--- src/rtl/frog_game_pkg.sv ---
// Purpose: shared constants, game-state encoding and car helper functions for
//          the frog/car grid game sequencer.
// Contents: grid geometry, field widths, button bit positions, game_state_t,
//           car_init_col(), car_moves_right(), car_lane_row(), col_step().
package frog_game_pkg;

    localparam int unsigned GRID_COLS      = 20;
    localparam int unsigned GRID_ROWS      = 15;
    localparam int unsigned FROG_START_COL = 10;
    localparam int unsigned FROG_START_ROW = 14;
    localparam int unsigned FIRST_LANE_ROW = 2;

    localparam int unsigned COL_W   = 5;
    localparam int unsigned ROW_W   = 4;
    localparam int unsigned LIVES_W = 2;
    localparam int unsigned SCORE_W = 7;
    localparam int unsigned BTN_W   = 5;

    // Bit positions inside the packed button vector
    localparam int unsigned BTN_UP    = 0;
    localparam int unsigned BTN_DOWN  = 1;
    localparam int unsigned BTN_LEFT  = 2;
    localparam int unsigned BTN_RIGHT = 3;
    localparam int unsigned BTN_START = 4;

    typedef enum logic [1:0] {
        ST_IDLE = 2'd0,
        ST_PLAY = 2'd1,
        ST_HIT  = 2'd2,
        ST_OVER = 2'd3
    } game_state_t;

    // Staggered start columns so the lanes do not line up vertically
    function automatic logic [COL_W-1:0] car_init_col(input int unsigned idx);
        return COL_W'((7 * idx) % GRID_COLS);
    endfunction

    // Even lanes run rightwards, odd lanes leftwards
    function automatic logic car_moves_right(input int unsigned idx);
        return (idx % 2) == 0;
    endfunction

    function automatic logic [ROW_W-1:0] car_lane_row(input int unsigned idx);
        return ROW_W'(FIRST_LANE_ROW + idx);
    endfunction

    // One column step with wrap at the 20-column border (not a 5-bit wrap)
    function automatic logic [COL_W-1:0] col_step(input logic [COL_W-1:0] col,
                                                  input logic             right);
        if (right) begin
            return (col == COL_W'(GRID_COLS - 1)) ? '0 : col + COL_W'(1);
        end
        return (col == '0) ? COL_W'(GRID_COLS - 1) : col - COL_W'(1);
    endfunction

endpackage

--- src/rtl/frog_btn_edge.sv ---
// Purpose: registered rising-edge detector for a vector of debounced levels.
//          The first cycle after reset only primes the history register, so a
//          button already held through reset never produces an edge.
// Ports:  clk, rst (async active-high), level[WIDTH] in, rise[WIDTH] out
//         (one-cycle registered pulse per rising edge).
module frog_btn_edge #(
    parameter int unsigned WIDTH = 5
) (
    input  logic             clk,
    input  logic             rst,
    input  logic [WIDTH-1:0] level,
    output logic [WIDTH-1:0] rise
);

    logic [WIDTH-1:0] prev;
    logic             armed;

    // History register plus registered edge pulse
    always_ff @(posedge clk or posedge rst) begin
        if (rst) begin
            prev  <= '0;
            armed <= 1'b0;
            rise  <= '0;
        end else begin
            prev  <= level;
            armed <= 1'b1;
            rise  <= armed ? (level & ~prev) : '0;
        end
    end

endmodule

--- src/rtl/frog_game_ctrl.sv ---
// Purpose: game sequencer for the frog/car grid game. Owns frog position,
//          car columns, lives, score and the game state; all outputs are
//          registered and feed the VGA renderer as quasi-static coordinates.
// Ports:  clk, rst (async active-high), frame_tick (1/frame pulse),
//         btn_up/down/left/right/start (debounced levels),
//         frog_col[5], frog_row[4], car_x_bus[5*NUM_CARS], car_y_bus[4*NUM_CARS],
//         lives[2], score[7], game_state[2] (0 IDLE, 1 PLAY, 2 HIT, 3 OVER).
module frog_game_ctrl
    import frog_game_pkg::*;
#(
    parameter int unsigned NUM_CARS   = 11,
    parameter int unsigned CAR_DIV    = 8,
    parameter int unsigned HIT_FRAMES = 60,
    parameter int unsigned LIVES_INIT = 3
) (
    input  logic                      clk,
    input  logic                      rst,
    input  logic                      frame_tick,
    input  logic                      btn_up,
    input  logic                      btn_down,
    input  logic                      btn_left,
    input  logic                      btn_right,
    input  logic                      btn_start,
    output logic [COL_W-1:0]          frog_col,
    output logic [ROW_W-1:0]          frog_row,
    output logic [COL_W*NUM_CARS-1:0] car_x_bus,
    output logic [ROW_W*NUM_CARS-1:0] car_y_bus,
    output logic [LIVES_W-1:0]        lives,
    output logic [SCORE_W-1:0]        score,
    output logic [1:0]                game_state
);

    localparam int unsigned DIV_W = 8;
    localparam int unsigned HIT_W = $clog2(HIT_FRAMES + 1);

    game_state_t      state;
    game_state_t      state_next;
    logic [BTN_W-1:0] btn_level;
    logic [BTN_W-1:0] btn_rise;

    logic game_init_c;
    logic frog_home_c;
    logic hit_enter_c;
    logic score_inc_c;
    logic play_run_c;
    logic car_step_c;
    logic match_c;

    logic             coll_q;
    logic             top_q;
    logic [DIV_W-1:0] car_div;
    logic [HIT_W-1:0] hit_cnt;
    logic [COL_W-1:0] car_x [NUM_CARS];

    assign btn_level = {btn_start, btn_right, btn_left, btn_down, btn_up};

    frog_btn_edge #(.WIDTH(BTN_W)) u_btn_edge (
        .clk   (clk),
        .rst   (rst),
        .level (btn_level),
        .rise  (btn_rise)
    );

    // State register
    always_ff @(posedge clk or posedge rst) begin
        if (rst) begin
            state <= ST_IDLE;
        end else begin
            state <= state_next;
        end
    end

    // Next-state and per-cycle control strobes
    always_comb begin
        state_next  = state;
        game_init_c = 1'b0;
        frog_home_c = 1'b0;
        hit_enter_c = 1'b0;
        score_inc_c = 1'b0;
        case (state)
            ST_IDLE, ST_OVER: begin
                if (btn_rise[BTN_START]) begin
                    state_next  = ST_PLAY;
                    game_init_c = 1'b1;
                end
            end
            ST_PLAY: begin
                // Collision outranks reaching the top row
                if (coll_q) begin
                    state_next  = ST_HIT;
                    hit_enter_c = 1'b1;
                end else if (top_q) begin
                    score_inc_c = 1'b1;
                    frog_home_c = 1'b1;
                end
            end
            ST_HIT: begin
                if (frame_tick && (hit_cnt == HIT_W'(HIT_FRAMES - 1))) begin
                    frog_home_c = 1'b1;
                    state_next  = (lives == '0) ? ST_OVER : ST_PLAY;
                end
            end
            default: state_next = ST_IDLE;
        endcase
        play_run_c = (state == ST_PLAY) && (state_next == ST_PLAY);
        car_step_c = play_run_c && frame_tick && (car_div == DIV_W'(CAR_DIV - 1));
    end

    assign game_state = state;

    // Frog position: reload on start/home, otherwise one prioritised clamped move
    always_ff @(posedge clk or posedge rst) begin
        if (rst) begin
            frog_col <= COL_W'(FROG_START_COL);
            frog_row <= ROW_W'(FROG_START_ROW);
        end else if (game_init_c || frog_home_c) begin
            frog_col <= COL_W'(FROG_START_COL);
            frog_row <= ROW_W'(FROG_START_ROW);
        end else if (play_run_c) begin
            if (btn_rise[BTN_UP]) begin
                if (frog_row != '0) frog_row <= frog_row - ROW_W'(1);
            end else if (btn_rise[BTN_DOWN]) begin
                if (frog_row != ROW_W'(GRID_ROWS - 1)) frog_row <= frog_row + ROW_W'(1);
            end else if (btn_rise[BTN_LEFT]) begin
                if (frog_col != '0) frog_col <= frog_col - COL_W'(1);
            end else if (btn_rise[BTN_RIGHT]) begin
                if (frog_col != COL_W'(GRID_COLS - 1)) frog_col <= frog_col + COL_W'(1);
            end
        end
    end

    // Car columns
    always_ff @(posedge clk or posedge rst) begin
        if (rst) begin
            for (int unsigned i = 0; i < NUM_CARS; i++) car_x[i] <= car_init_col(i);
        end else if (game_init_c) begin
            for (int unsigned i = 0; i < NUM_CARS; i++) car_x[i] <= car_init_col(i);
        end else if (car_step_c) begin
            for (int unsigned i = 0; i < NUM_CARS; i++) begin
                car_x[i] <= col_step(car_x[i], car_moves_right(i));
            end
        end
    end

    for (genvar g = 0; g < NUM_CARS; g++) begin : g_car_bus
        assign car_x_bus[COL_W*g +: COL_W] = car_x[g];
        assign car_y_bus[ROW_W*g +: ROW_W] = car_lane_row(g);
    end

    // Frog against every car lane, OR-reduced
    always_comb begin
        match_c = 1'b0;
        for (int unsigned i = 0; i < NUM_CARS; i++) begin
            if ((frog_col == car_x[i]) && (frog_row == car_lane_row(i))) match_c = 1'b1;
        end
    end

    // Registered collision/top-row flags; cleared whenever the frog is reloaded
    // or play is suspended so a stale compare never fires after re-entry.
    always_ff @(posedge clk or posedge rst) begin
        if (rst) begin
            coll_q <= 1'b0;
            top_q  <= 1'b0;
        end else if (play_run_c && !frog_home_c) begin
            coll_q <= match_c;
            top_q  <= (frog_row == '0);
        end else begin
            coll_q <= 1'b0;
            top_q  <= 1'b0;
        end
    end

    // Car divider: counts frames in PLAY, wraps when the cars step
    always_ff @(posedge clk or posedge rst) begin
        if (rst) begin
            car_div <= '0;
        end else if (game_init_c) begin
            car_div <= '0;
        end else if (play_run_c && frame_tick) begin
            car_div <= car_step_c ? '0 : car_div + DIV_W'(1);
        end
    end

    // Freeze-frame counter for HIT
    always_ff @(posedge clk or posedge rst) begin
        if (rst) begin
            hit_cnt <= '0;
        end else if (hit_enter_c) begin
            hit_cnt <= '0;
        end else if ((state == ST_HIT) && frame_tick) begin
            hit_cnt <= hit_cnt + HIT_W'(1);
        end
    end

    // Lives (no underflow) and saturating score
    always_ff @(posedge clk or posedge rst) begin
        if (rst) begin
            lives <= LIVES_W'(LIVES_INIT);
            score <= '0;
        end else if (game_init_c) begin
            lives <= LIVES_W'(LIVES_INIT);
            score <= '0;
        end else begin
            if (hit_enter_c && (lives != '0)) lives <= lives - LIVES_W'(1);
            if (score_inc_c && (score != '1)) score <= score + SCORE_W'(1);
        end
    end

endmodule
--- config.mk ---
export PLATFORM = sky130hd
export DESIGN_NAME = frog_game_ctrl
export DESIGN_NICKNAME = d
export VERILOG_FILES = /design/src/rtl/frog_game_pkg.sv /design/src/rtl/frog_btn_edge.sv /design/src/rtl/frog_game_ctrl.sv
export SDC_FILE = /design/constraint.sdc
export NUM_CORES = 1
export LEC_CHECK = 0
export ABC_AREA = 1
export CAP_MARGIN = 20
export CORE_MARGIN = 2
export CORE_UTILIZATION = 40
export CTS_CLUSTER_SIZE = 20
export DETAILED_ROUTE_END_ITERATION = 12
export GPL_ROUTABILITY_DRIVEN = 0
export SETUP_SLACK_MARGIN = 0.3
export SLEW_MARGIN = 15
export SYNTH_ARGS = -nofsm -noshare
export SYNTH_HDL_FRONTEND = slang
export SYNTH_SLANG_ARGS = --single-unit
export TNS_END_PERCENT = 30
--- constraint.sdc ---
create_clock -name clk -period 8.4 [get_ports clk]
set_input_delay 0.84 -clock clk [delete_from_list [all_inputs] [get_ports clk]]
set_output_delay 0.84 -clock clk [all_outputs]
set_load 0.02 [all_outputs]
==> flow_summary.yaml, run 1 <==
run_status:
  outcome: "completed"
job:
  drv_cap: 0
worst_setup_path:
  r2r_slack_ps: 5490
  cpPeakStageDelay_ps: 790
  cp_slowest_cell: "clkinv_1"
  start_kind: "flip-flop"
  crit_family: "buffers and inverters"
  cp-end-kind: "flip-flop"
  crit_top_cell: "inv_1"
  criticalPathCategory: "reg -> reg"
  crit_start: "game_state[0]"
  path_depth: 7
  r2r_start: "game_state[0]"
  crit_buf_inv: 3
  path_max_fanout: 27
  crit_chain: "inv_1 -> ha_1 -> nand2_4 -> clkinv_1 -> nor2_1 -> inv_1 -> nor3b_1"
  rr_endpoint: "frog_col[0]"
  crit_path_end: "frog_col[0]"
  crit_arrival_ps: 3170
  rr_worst_depth: 7
  required_ps: 8660
cts:
  numCtsBuffers: 9
  cts.sinks: 102
  clockBufferDepth: 2
  cts_setup_buffers: 0
  cts_tree: "built"
  cts_htree_levels: 3
  postCtsResizedCells: 0
  cts_hold_buf: 0
  clkLatencyLatePin_ps: 360
  clk_pin_slew_ps: 70
  cts-root-buf: "clkbuf_16"
sta:
  period_share_pct: 34.6
  slew_headroom_pct: 30.7
  slew_violations: 0
  fin_skew_ps: 9.94
  hold_viol: 0
  tightest_slew_ps: 1030
  setup-tns-final_ps: 0
  rsz0062_at_grt: "no"
  setup_violations: 0
  clock.fmax_mhz: 344
  period_needed_ps: 2910
global_routing:
  antenna_found_initial: 0
  grt_usage_pct: 20.0
  grt_pass1_wl_um: 29400
  overflow: 0
  grt_pass1_vias: 5646
  top_usage_layer: "met2"
  grt_max_degree: 97
  grt_use_met3_pct: 4.03
  use_met2_pct: 33.0
  gr-usage-met1_pct: 26.9
layout:
  syn_to_final_growth_pct: 14.7
  fin_util_pct: 46.6
  postLayoutCellArea_mm2: 0.00804
  drive_gt1_share_pct: 7.87
  nets: 1005
  antenna-diode-count: 0
  fin_cells: 1203
  fill_cells: 1768
pwr:
  swShare_pct: 43.3
  powerDensity_mw_per_mm2: 290
  power.leakage_nw: 3.98
  p_switching_mw: 1.01
  internal_power_mw: 1.32
  pwr-share-clk_pct: 18.7
  pwr-share-comb_pct: 44.5
  vdd_ir_drop_max_mv: 0.166
  seqPwrFrac_pct: 36.8
  finalPower_mw: 2.33
floorplanning:
  dieArea_mm2: 0.0186
  start_util_pct: 40.7
  die_h_um: 136
  rows: 48
  die_w_um: 136
  core_mm2: 0.0172
  ioPinCount: 127
yosys:
  yosysWarningCount: 0
  synth_area_mm2: 0.00701
  synthArstFlopShare_pct: 100
  synth-edff-count: 0
  syn-instance-count: 911
  syn_avg_cell_area_um2: 7.70
  yosysUniqueCellTypes: 45
  synth_seq_cells: 102
  ys.flop_type: "dfrtp_1"
  yosysSeqAreaShare_pct: 36.9
routing:
  drt_iter0_drc: 359
  ant_nets: 0
  route.detailed.drc: 0
  wl_um: 17800
  vias_per_cell: 4.99
  route.vias.total: 6008
  firstDrtPassIters: 5
  drt-wirelength-per-cell_um: 14.8
placed_design:
  port-buffer-count: 82
  placed_cells: 1187
  hpwl_um: 11900
  place_area_mm2: 0.00774
worst_hold_path:
  hold_start: "u_btn_edge.prev[0]"
  hp-class: "reg -> reg"
[Yosys cell counts, types with 2 or more instances]
cell | count | share of area [%]
a21oi_1 | 24 | 1.7
a31oi_1 | 3 | 0.27
and3_1 | 3 | 0.27
buf_1 | 5 | 0.27
buf_2 | 4 | 0.29
buf_4 | 45 | 4.8
buf_6 | 12 | 1.9
clkbuf_1 | 8 | 0.43
clkinv_1 | 2 | 0.11
conb_1 | 2 | 0.11
dfrtp_1 | 75 | 27
dfstp_2 | 27 | 10
fa_1 | 2 | 0.57
ha_1 | 22 | 3.9
inv_1 | 83 | 4.4
inv_2 | 2 | 0.11
nand2_1 | 189 | 10
nand2_2 | 10 | 0.89
nand3_1 | 117 | 8.4
nand3_2 | 3 | 0.43
nand3_4 | 2 | 0.50
nand3b_1 | 6 | 0.64
nand4_1 | 16 | 1.4
nor2_1 | 96 | 5.1
nor2_8 | 2 | 0.57
nor3_1 | 23 | 1.6
nor3b_1 | 2 | 0.21
o21ai_0 | 30 | 2.1
o22ai_1 | 12 | 1.1
or2_2 | 7 | 0.62
xnor2_1 | 23 | 2.9
xor2_1 | 41 | 5.1
[layout by cell type (no fill, tap or decap), types with 27 or more instances in the layout]
| master | netlist | routed |
|---|---|---|
| dfrtp_1 | 75 | 75 |
| nor2_1 | 96 | 96 |
| conb_1 | 2 | 45 |
| xor2_1 | 41 | 41 |
| dfstp_2 | 27 | 27 |
| nand2_1 | 189 | 189 |
| clkdlybuf4s50_1 | 0 | 82 |
| o21ai_0 | 30 | 30 |
| inv_1 | 83 | 82 |
| nand3_1 | 117 | 117 |
[flip-flops by register name, indices dropped and copies added, names as in the netlist]
signal and count:
game_state 2, car_x_bus 55, coll_q 1, top_q 1, frog_row 4, lives 2, u_btn_edge.rise 5, score 7
hit_cnt 6, u_btn_edge.prev 5, u_btn_edge.armed 1, frog_col 5, car_div 8
[power groups by stage]
stage          sequential, mW  combinational, mW  clock (mW)
2_1_floorplan           0.860              0.699           0
3_3_place_gp            0.866               1.03           0
3_5_place_dp            0.864               1.04           0
4_1_cts                 0.857               1.04       0.451
5_1_grt                 0.877               1.16       0.466
6_report                0.857               1.04       0.435
[per-layer routing]
layer,up-vias,wire (µm)
met5,-,0
met4,0,276
met3,24,722
met2,144,8510
met1,2844,8300
li1,2996,-
[worst min path at each step]
stage / to / cells past startpoint
2_1_floorplan: u_btn_edge.rise[3] / 1
3_3_place_gp: u_btn_edge.rise[0] / 1
3_5_place_dp: u_btn_edge.rise[0] / 1
4_1_cts: u_btn_edge.rise[3] / 1
5_1_grt: u_btn_edge.rise[0] / 1
6_report: u_btn_edge.rise[0] / 1
[stage by stage]
| step | worst slack [ps] | hold WS (ps) |
|---|---|---|
| after floorplan | 4930 | 377 |
| after global placement | 5170 | 382 |
| after detailed placement | 5140 | 386 |
| after CTS | 5500 | 397 |
| after global routing | 5200 | 408 |
| final | 5490 | 393 |
[worst register-to-register path, delay by kind of cell (launching register included)]
family | cells | cell delay [ps]
adders and majority gates | 1 | 390
DFF | 1 | 390
and+or+nand+nor | 3 | 930
buffers and inverters | 3 | 1100
[cell families after synthesis]
logic type      share of synthesized area, %
buf+inv                                 12.6
flops                                   36.9
other cells                            0.107
fa+ha+maj                               4.50
compound gates                          6.23
simple gates                            31.7
xor+xnor                                7.99
[cell type report]
type | instances | area, µm² | area share (%)
Multi-Input combinational cell | 689 | 3710 | 46.1
Clock buffer | 11 | 243 | 3.02
Sequential cell | 102 | 2590 | 32.2
Timing Repair Buffer | 84 | 836 | 10.4
Clock inverter | 5 | 58.8 | 0.731
Inverter | 87 | 329 | 4.09
Tap cell | 225 | 282 | 3.50
Note: power is estimated with default switching activity, not from simulation.
==> run 2, diff against run 1 <==
- PLACE_DENSITY: default -> 0.66
- clock period: 8.4 -> 2.65 ns (I/O delays scaled with it)
==> run 2 against run 1 <==
First-iteration DRC count is 5.6% higher. Critical path depth up 5. Sequential power grew to 3.0 times the previous value. Die area stayed put. Via count up 3.1%. Cell count grew 2.1%. Clock power grew to 3.1 times the previous value. Cell area rose by 4.0%. Maximum frequency is 31% higher. Clock skew is 1.1 ps higher. Setup slack lost 5100 ps. Global-route usage fell by 0.065 points. Critical path type unchanged. Largest power group unchanged.
==> flow_summary.yaml, run 2 (synthesis gave the netlist of run 1 again) <==
routing:
  wl_um: 18800
  firstDrtPassIters: 5
  drt-wirelength-per-cell_um: 15.3
  vias_per_cell: 5.04
  drt_iter0_drc: 379
  ant_nets: 0
  route.detailed.drc: 0
  route.vias.total: 6194
worst_setup_path:
  crit_arrival_ps: 2520
  crit_chain: "inv_1 -> ha_4 -> inv_2 -> o21ai_2 -> nor2_1 -> a21oi_4 -> nand4_4 -> buf_12 -> nor2_4 -> buf_12 -> nand3_1 -> nand2_1"
  start_kind: "flip-flop"
  path_max_fanout: 13
  crit_top_cell: "buf_12"
  cp_slowest_cell: "dfrtp_1"
  cp-end-kind: "flip-flop"
  required_ps: 2950
  criticalPathCategory: "reg -> reg"
  crit_buf_inv: 4
  cpPeakStageDelay_ps: 370
  crit_family: "simple AND/OR/NAND/NOR gates"
sta:
  slew_violations: 0
  setup-tns-final_ps: 0
  period_needed_ps: 2220
  tightest_slew_ps: 631
  period_share_pct: 83.7
  fin_skew_ps: 11.0
  slew_headroom_pct: 57.9
  clock.fmax_mhz: 451
  hold_viol: 0
  setup_violations: 0
  rsz0062_at_grt: "no"
  whs_ps: 328
pwr:
  internal_power_mw: 4.34
  pwr-share-comb_pct: 48.2
  power.leakage_nw: 4.13
  powerDensity_mw_per_mm2: 908
  vdd_ir_drop_max_mv: 0.473
  swShare_pct: 42.8
  seqPwrFrac_pct: 33.9
  pwr-share-clk_pct: 17.9
  p_switching_mw: 3.25
worst_hold_path:
  hp-class: "in -> async"
cts:
  clockBufferDepth: 2
  cts_hold_buf: 0
  cts-root-buf: "clkbuf_16"
  clk_pin_slew_ps: 70
  numCtsBuffers: 9
  cts_htree_levels: 3
  cts.sinks: 102
  clkLatencyLatePin_ps: 360
  cts_tree: "built"
global_routing:
  overflow: 0
  grt_pass1_wl_um: 29100
  antenna_found_initial: 0
  grt_max_degree: 59
  grt_pass1_vias: 5715
  grt_usage_pct: 20.0
placed_design:
  port-buffer-count: 82
  hpwl_um: 12300
  placed_cells: 1199
floorplanning:
  start_util_pct: 40.7
  die_w_um: 136
  core_mm2: 0.0172
  dieArea_mm2: 0.0186
  die_h_um: 136
  rows: 48
  ioPinCount: 127
layout:
  final_common_cell: "nand2_1"
  nets: 1030
  drive_gt1_share_pct: 10.5
  mostFrequentLayoutCells: "189 x nand2_1, 117 x nand3_1, 94 x nor2_1"
  syn_to_final_growth_pct: 19.2
  antenna-diode-count: 0
  fin_cells: 1228
  largest_reg_flops: 55
job:
  drv_cap: 0
run_status:
  outcome: "completed"
## run 2: timing repair
item                                   CTS  global route
setup buffers                            0             8
endpoints found under the hold margin    0             0
gates resized for setup                  0             8
setup endpoints to repair               34            67
pin swaps                                0             6
gates cloned                             1             4
## run 2: cell type report
| class | instances | area [µm²] |
|---|---|---|
| Clock buffer | 13 | 250 |
| Fill cell | 1682 | 8880 |
| Clock inverter | 3 | 45.0 |
| Timing Repair Buffer | 105 | 1070 |
| Inverter | 87 | 330 |
| Tap cell | 225 | 282 |
| Multi-Input combinational cell | 693 | 3790 |
| Sequential cell | 102 | 2590 |
## run 2: power by group through the flow
| stage | Clock (mW) | Combinational (mW) | Sequential [mW] |
|---|---|---|---|
| global route | 1.46 | 4.08 | 2.63 |
| floorplan | 0 | 2.21 | 2.73 |
| global placement | 0 | 3.45 | 2.60 |
| detailed placement | 0 | 3.49 | 2.59 |
| CTS | 1.39 | 3.52 | 2.57 |
| finish | 1.36 | 3.66 | 2.57 |
## run 2: metrics by stage
step	power (mW)	cell area [µm²]	setup slack (ps)	utilization, %
2_1_floorplan	4.94	7180	471	-
3_3_place_gp	6.05	7860	288	45.6
3_5_place_dp	6.08	7860	269	45.6
4_1_cts	7.48	8160	244	47.4
5_1_grt	8.17	8360	294	48.5
6_report	7.59	8360	432	48.5
## run 2: worst paths after layout
kind	cells past startpoint	slack [ps]	startpoint	endpoint
max	12	430	game_state[0]	car_x_bus[29]
min	3	330	rst	car_x_bus[1]
max reg2reg	12	430	game_state[0]	car_x_bus[29]
min reg2reg	1	390	u_btn_edge.prev[2]	u_btn_edge.rise[2]
max in group asynchronous	3	1770	rst	car_x_bus[9]
min in group clk	1	380	btn_right	u_btn_edge.prev[3]
## run 2: layer usage
metal  vias to the layer above  track usage, %  routed length, µm
met3                        20            4.85               1210
li1                       3042               -                  -
met2                       181            32.6               8950
met1                      2951            26.1               8320
met5                         -               0                  0
met4                         0            6.25                277
## run 2: tightest hold or removal path, cell delays in order
cell and delay (ps):
clkdlybuf4s50_1 440, clkinvlp_4 110, buf_12 270
==> run 3, diff against run 2 <==
- clock period: 2.65 -> 1.8 ns (I/O delays scaled with it)
==> run 3 against run 2 <==
The run now ends with negative setup slack left. Clock skew is 2.1 ps lower. Total power is 52% higher. Global-route usage is 0.89 points higher. Hold slack worse by 82 ps. Clock power is 41% higher. Register-to-register slack worse by 690 ps. First-iteration DRC count is 16% lower. Die area stayed put. Count of clock-buffer cells in the layout is 3 lower. Cell area is 6.2% higher. Flip-flop and latch count stayed put.
==> flow_summary.yaml, run 3 (synthesis gave the netlist of run 1 again) <==
run_status:
  outcome: "finished, violations left"
  violations: "negative setup slack"
worst_setup_path:
  path_max_fanout: 16
  crit_arrival_ps: 2360
  r2r_slack_ps: -260
  required_ps: 2090
  start_kind: "flip-flop"
  criticalPathCategory: "reg -> reg"
  cp-end-kind: "flip-flop"
pwr:
  pwr-share-comb_pct: 51.6
  powerDensity_mw_per_mm2: 1300
  finalPower_mw: 11.5
  pwr-share-clk_pct: 16.6
  power.leakage_nw: 4.69
  internal_power_mw: 6.49
  p_switching_mw: 5.05
  vdd_ir_drop_max_mv: 0.644
  seqPwrFrac_pct: 31.8
  swShare_pct: 43.7
routing:
  drt-wirelength-per-cell_um: 14.5
  vias_per_cell: 4.91
  firstDrtPassIters: 5
  drt_iter0_drc: 318
  route.vias.total: 6280
  route.detailed.drc: 0
  ant_nets: 0
  wl_um: 18500
global_routing:
  grt_pass1_vias: 5946
  overflow: 0
  grt_max_degree: 49
  grt_usage_pct: 20.9
  antenna_found_initial: 0
  grt_pass1_wl_um: 30400
layout:
  largest_reg_flops: 55
  fill_cells: 1674
  final_common_cell: "nand2_1"
  syn_to_final_growth_pct: 26.5
  fin_cells: 1280
  regArea_mm2: 0.00259
  drive_gt1_share_pct: 20.2
  multi_input_area_mm2: 0.00387
  antenna-diode-count: 0
  mostFrequentLayoutCells: "184 x nand2_1, 107 x nand3_1, 90 x nor2_1"
  nets: 1082
cts:
  cts-root-buf: "clkbuf_16"
  cts_tree: "built"
  cts_hold_buf: 0
  cts.sinks: 102
  cts_htree_levels: 3
  clkLatencyLatePin_ps: 360
  clockBufferDepth: 2
  numCtsBuffers: 9
  clk_pin_slew_ps: 70
floorplanning:
  die_w_um: 136
  start_util_pct: 40.7
  dieArea_mm2: 0.0186
  rows: 48
  die_h_um: 136
  ioPinCount: 127
  core_mm2: 0.0172
job:
  drv_cap: 0
sta:
  setup_violations: 75
  tightest_slew_ps: 600
  rsz0062_at_grt: "yes"
  hold_viol: 0
  slew_violations: 0
  period_share_pct: 115
  clock.fmax_mhz: 485
  slew_headroom_pct: 59.9
  fin_skew_ps: 8.94
  worst_slack_ps: -262
  period_needed_ps: 2060
  whs_ps: 246
placed_design:
  hpwl_um: 13400
  port-buffer-count: 82
  placed_cells: 1260
worst_hold_path:
  hp-class: "in -> async"
==> run 3: repair_timing <==
item,in CTS,in global routing
hold endpoints to repair,0,0
endpoints found under the setup margin,160,106
resized for setup,153,32
setup buffers,1,3
pin swaps,9,8
==> run 3: final cells by class <==
| class | instances | share of cell area [%] |
|---|---|---|
| Sequential cell | 102 | 29.2 |
| Multi-Input combinational cell | 689 | 43.6 |
| Clock inverter | 6 | 0.522 |
| Timing Repair Buffer | 161 | 17.1 |
| Clock buffer | 10 | 2.69 |
| Tap cell | 225 | 3.17 |
| Inverter | 87 | 3.75 |
==> run 3: path summary, 6_finish.rpt <==
| path | from | to | cells past startpoint |
|---|---|---|---|
| max | game_state[1] | car_x_bus[32] | 12 |
| min | rst | car_x_bus[1] | 2 |
| max reg2reg | game_state[1] | car_x_bus[32] | 12 |
| min reg2reg | u_btn_edge.prev[2] | u_btn_edge.rise[2] | 1 |
| max in group asynchronous | rst | lives[0] | 3 |
| min in group clk | btn_left | u_btn_edge.prev[2] | 1 |
==> run 3: per-layer routing <==
metal	up-vias	track usage, %	wire length (µm)
met1	2967	27.2	8250
met4	0	5.21	257
li1	3140	-	-
met5	-	0	0
met2	154	35.1	9140
met3	19	4.66	894
==> run 3: worst max-delay path, cell delays in order, from the launching register on <==
cell and delay [ps]:
dfrtp_1 420, ha_4 320, buf_6 100, nand2_4 40, o21ai_2 60, nor2_2 70, a21oi_4 210, nand4_4 160
buf_12 170, nor2_8 100, buf_12 160, nand3_1 70, nand2_1 100
==> run 3: metrics by stage <==
step | TNS, ps | utilization [%] | instance area (µm²) | setup slack, ps
after floorplan | -24020 | - | 7180 | -379
after global placement | -17010 | 49.2 | 8490 | -286
final | -12760 | 51.5 | 8870 | -262
after CTS | -12090 | 51.4 | 8860 | -244
after global routing | -20890 | 51.5 | 8870 | -368
after detailed placement | -20630 | 49.2 | 8490 | -364
==> run 3: power groups by stage <==
stage	clock network (mW)	logic (mW)	registers (mW)
global placement	0	5.85	3.68
detailed placement	0	5.93	3.68
global route	2.07	6.61	3.74
floorplan	0	3.26	4.01
CTS	1.98	5.93	3.65
finish	1.92	5.95	3.66
